## src/rtl/crc_lfsr_serial.sv

```systemverilog
// Serial Galois-LFSR CRC engine: folds one data bit per active cycle, then
// streams the captured CRC LSB-first, pulses ready and re-arms with the seed.
module crc_lfsr_serial #(
  parameter int                   CRC_WIDTH  = 8,
  parameter int                   DATA_WIDTH = 8,
  parameter logic [CRC_WIDTH-1:0] TAPS       = 8'h03,
  parameter logic [CRC_WIDTH-1:0] SEED       = 8'hD8
) (
  input  logic                 clk,
  input  logic                 rst_n,
  input  logic                 data,
  input  logic                 active,
  output logic                 crc_out,
  output logic                 crc_valid,
  output logic [CRC_WIDTH-1:0] crc_word,
  output logic                 crc_ready,
  output logic                 busy,
  output logic                 len_err,
  output logic                 ovr_err
);

  // state | meaning
  // IDLE  | seeded, waiting for the first active bit
  // CALC  | folding data bits into the LFSR
  // OUT   | shifting the captured CRC out LSB-first
  // DONE  | one-cycle completion pulse, reload seed
  typedef enum logic [1:0] {S_IDLE, S_CALC, S_OUT, S_DONE} state_t;

  localparam int DCW = $clog2(DATA_WIDTH) + 1;
  localparam int OCW = $clog2(CRC_WIDTH);
  localparam logic [DCW-1:0] DCNT_MAX  = {DCW{1'b1}};
  localparam logic [DCW-1:0] DCNT_LEN  = DCW'(DATA_WIDTH);
  localparam logic [OCW-1:0] OCNT_LAST = OCW'(CRC_WIDTH - 1);

  state_t               r_state;
  state_t               w_next;
  logic [CRC_WIDTH-1:0] r_lfsr;
  logic [CRC_WIDTH-1:0] r_crc_word;
  logic [DCW-1:0]       r_dcnt;
  logic [OCW-1:0]       r_ocnt;
  logic                 r_len_err;
  logic                 r_ovr_err;
  logic [CRC_WIDTH-1:0] w_step;

  function automatic logic [CRC_WIDTH-1:0] f_step(input logic [CRC_WIDTH-1:0] l,
                                                  input logic d);
    logic [CRC_WIDTH-1:0] res;
    logic                 fb;
    fb = d ^ l[0];
    res[CRC_WIDTH-1] = fb;
    for (int i = 0; i < CRC_WIDTH - 1; i++) begin
      res[i] = l[i+1] ^ (TAPS[i] & fb);
    end
    return res;
  endfunction

  assign w_step = f_step(r_lfsr, data);

  always_ff @(posedge clk) begin
    if (!rst_n) r_state <= S_IDLE;
    else        r_state <= w_next;
  end

  always_comb begin
    w_next = r_state;
    case (r_state)
      S_IDLE:  if (active) w_next = S_CALC;
      S_CALC:  if (!active) w_next = S_OUT;
      S_OUT:   if (r_ocnt == OCNT_LAST) w_next = S_DONE;
      S_DONE:  w_next = S_IDLE;
      default: w_next = S_IDLE;
    endcase
  end

  always_ff @(posedge clk) begin
    if (!rst_n) begin
      r_lfsr     <= SEED;
      r_crc_word <= '0;
      r_dcnt     <= '0;
      r_ocnt     <= '0;
      r_len_err  <= 1'b0;
      r_ovr_err  <= 1'b0;
    end else begin
      case (r_state)
        S_IDLE: begin
          if (active) begin
            r_lfsr    <= w_step;
            r_dcnt    <= DCW'(1);
            r_len_err <= 1'b0;
            r_ovr_err <= 1'b0;
          end
        end
        S_CALC: begin
          if (active) begin
            r_lfsr <= w_step;
            if (r_dcnt != DCNT_MAX) r_dcnt <= r_dcnt + 1'b1;
          end else begin
            r_crc_word <= r_lfsr;
            r_len_err  <= (r_dcnt != DCNT_LEN);
            r_ocnt     <= '0;
          end
        end
        S_OUT: begin
          // Bits arriving while the CRC is on the wire are dropped, not folded.
          r_lfsr <= {1'b0, r_lfsr[CRC_WIDTH-1:1]};
          r_ocnt <= r_ocnt + 1'b1;
          if (active) r_ovr_err <= 1'b1;
        end
        S_DONE: begin
          r_lfsr <= SEED;
          if (active) r_ovr_err <= 1'b1;
        end
        default: r_lfsr <= SEED;
      endcase
    end
  end

  assign crc_valid = (r_state == S_OUT);
  assign crc_out   = crc_valid & r_lfsr[0];
  assign crc_ready = (r_state == S_DONE);
  assign busy      = (r_state != S_IDLE);
  assign crc_word  = r_crc_word;
  assign len_err   = r_len_err;
  assign ovr_err   = r_ovr_err;

endmodule

```

## config.mk

```make
export PLATFORM = sky130hd
export DESIGN_NAME = crc_lfsr_serial
export DESIGN_NICKNAME = d
export VERILOG_FILES = /design/src/rtl/crc_lfsr_serial.sv
export SDC_FILE = /design/constraint.sdc
export NUM_CORES = 1
export LEC_CHECK = 0
export BUFFER_PORTS_ARGS = -buffer_cell sky130_fd_sc_hd__buf_4
export CAP_MARGIN = 20
export CORE_MARGIN = 2
export CORE_UTILIZATION = 49
export CTS_CLUSTER_DIAMETER = 60
export DETAILED_ROUTE_END_ITERATION = 7
export MAX_ROUTING_LAYER = met4
export PLACE_DENSITY = 0.79
export SYNTH_ARGS = -nofsm -noshare
export SYNTH_HDL_FRONTEND = slang
export SYNTH_SLANG_ARGS = --single-unit
```

## constraint.sdc

```tcl
create_clock -name clk -period 3.9 [get_ports clk]
set_input_delay 0.195 -clock clk [delete_from_list [all_inputs] [get_ports clk]]
set_output_delay 0.195 -clock clk [all_outputs]
set_load 0.005 [all_outputs]
```

==> results_dict.tcl <==
set metrics [dict create \
    synthTopCellsByArea "dfxtp_1, ha_1, nand2_1, a21oi_1, o21ai_0" \
    cts.path.max_buffers 2 \
    synthMuxAreaShare 0.00749 \
    num_vias 1144 \
    syn_area_per_cell_sq_um 8.35 \
    synth_top_area_frac 0.404 \
    synth_compound_area_frac 0.220 \
    hold_class "in2reg" \
    die_w_microns 56.2 \
    gp_congestion 0.813 \
    rsz0062_at_grt "no" \
    drc 0 \
    ys_async_sr_fraction 0 \
    die_h_microns 56.2 \
    synth_top_family_by_area "compound AO/OA/AOI/OAI gates" \
    ys_ff_latch 27 \
    core_area_sq_um 2520 \
    grt_overflow 0 \
    hold_viol 0 \
    cp.required_ns 4.17 \
    yosysMostFrequentCell "dfxtp_1" \
    numCtsBuffers 3 \
    synth-simple-area-share 0.213 \
    dp_hpwl_mm 1.85 \
    synth_top_area_cell "dfxtp_1" \
    fp-row-count 18 \
    ant_nets 0 \
    synth_ff_type "dfxtp_1" \
    syn_to_final_growth_pct 9.83 \
    arrival_ns 2.16 \
    cts.sinks 27 \
    ir_drop_uv 403 \
    slew_violations 0 \
    drive_gt1_frac 0.135 \
    yosysUniqueCellTypes 36 \
    cts-root-buf "clkbuf_4" \
    antenna_found_initial 0 \
    yosysSeqAreaShare 0.404 \
    grt_pass1_vias 998 \
    io_pins 18 \
    synthTopCellsByCount "dfxtp_1, nand2_1, a21oi_1" \
    synth_xor_area_frac 0.0131 \
    htree_levels 1 \
    antennaDiodeCount 0 \
    yosysWarningCount 0 \
    powerDensity_nw_per_um2 646 \
    synth_cells 160 \
    path_class "reg2reg" \
    wl_mm 2.64 \
    grt_pass1_wl_mm 4.33 \
    status "finished clean" \
    place_area_sq_um 1440 \
    wl_per_cell_microns 13.2 \
    synth_edf_count 0 \
    avgViaCountPerCell 5.69 \
    tns_ns 0 \
    synth_area_sq_um 1340 \
    p_leak_nw 0.587 \
    fmax_mhz 528 \
    start_kind "register" \
    finClkSkew_ns 0.00883 \
    maxCapViolCount 0 \
    fin_crit_ns 1.89 \
    tightest_slew_ns 0.603 \
    portBuffers 17 \
    synth_fa_ha_area_frac 0.0749 \
    final_nets 184 \
    drtIter0Drc 43 \
    initial_utilization 0.530 \
    track_usage 0.174 \
    path_max_fanout 13 \
    drtPass1Iterations 4 \
    cts_tree "yes" \
    insertion_delay_ns 0.33 \
    ctsResizeCount 0 \
    cp-end-kind "register" \
    fill_cells 238 \
    postCtsSetupBuffers 0 \
    finalSetupViolCount 0 \
    post-route-period-util 0.485 \
    postCtsHoldBufs 0 \
    relSlewSlack 0.597 \
    grt_max_degree 19 \
    clkTransAtPathRegs_ns 0.15 \
    synthesis.nets 172 \
    final_cell_area_sq_um 1470 \
    die_area_sq_um 3160 \
]
-- layout make-up --
cell class,instances,area [sq um],area share
clock buffers,3,22.5,0.0153
well taps,30,37.5,0.0256
flip-flops and latches,27,541,0.368
repair buffers,17,128,0.0870
clock inverters,1,7.51,0.00512
inverters,7,26.3,0.0179
multi-input cells,116,706,0.481
-- report_power, final --
| part | internal, W | switching (W) | total (W) |
|---|---|---|---|
| clock | 0.0000393 | 0.0000865 | 0.000126 |
| combinational | 0.000181 | 0.000239 | 0.000420 |
| sequential | 0.000342 | 0.0000604 | 0.000402 |
-- logic make-up after synthesis --
| group | Yosys count |
|---|---|
| muxes | 1 |
| and+or+nand+nor | 59 |
| AOI/OAI and AO/OA | 46 |
| adders and majority gates | 8 |
| xor gates and xnor gates | 2 |
| buffers and inverters | 17 |
| DFF | 27 |
-- per-layer routing --
metal  part of all wire  GRT usage  routed length (microns)  up-vias
met4              0.017     0.0816                       45        0
met3              0.034     0.0302                       91        4
met2               0.45      0.255                     1200       26
met5                  0          -                        0        -
li1                   -          -                        -      582
met1               0.50      0.231                     1310      532
-- final timing paths --
kind	cells past startpoint	start	endpoint	slack (ns)
worst max register to register	5	r_state[1]	r_dcnt[3]	2.01
worst max-delay path	5	r_state[1]	r_dcnt[3]	2.01
worst min-delay path	2	rst_n	r_lfsr[4]	0.1
worst min register to register	2	crc_word[0]	crc_word[0]	0.47
-- flip-flops by register name (all words and copies together), names as in the netlist --
signal,cells
ovr_err,1
r_ocnt,3
r_state,2
crc_word,8
r_dcnt,4
len_err,1
r_lfsr,8
-- placed cells by master (no fill, tap or decap), types with 2 or more instances in the layout --
master and count:
and3_1 2, clkbuf_4 3, inv_1 6, nand2b_1 5, nor3_1 3, o21ai_0 10, and4_1 2, nand3_1 7
and2_1 2, dfxtp_1 27, a21oi_1 16, buf_4 17, o211ai_1 2, ha_1 8, a22oi_1 2, a221oi_1 3
a32oi_1 2, nor2b_1 3, o31ai_1 3, nor2_1 10, nand2_1 23
-- per-stage QoR --
stage | setup slack, ns | total power [W] | std cells | hold WS [ns] | util
floorplan | 2.30 | 0.000734 | 160 | 0.445 | -
global placement | 2.11 | 0.000805 | 197 | 0.442 | 0.570
detailed placement | 2.05 | 0.000822 | 197 | 0.443 | 0.570
CTS | 2.01 | 0.000949 | 201 | 0.0833 | 0.582
global route | 1.86 | 0.00102 | 201 | 0.0915 | 0.582
finish | 2.01 | 0.000948 | 201 | 0.0961 | 0.582
-- critical path: stages, from the launching register on --
cell     delay (ns)
dfxtp_1        0.46
inv_1          0.10
ha_1           0.34
and4_1         0.29
or4_1          0.50
a21oi_1        0.14
(Power assumes the default switching activity.)
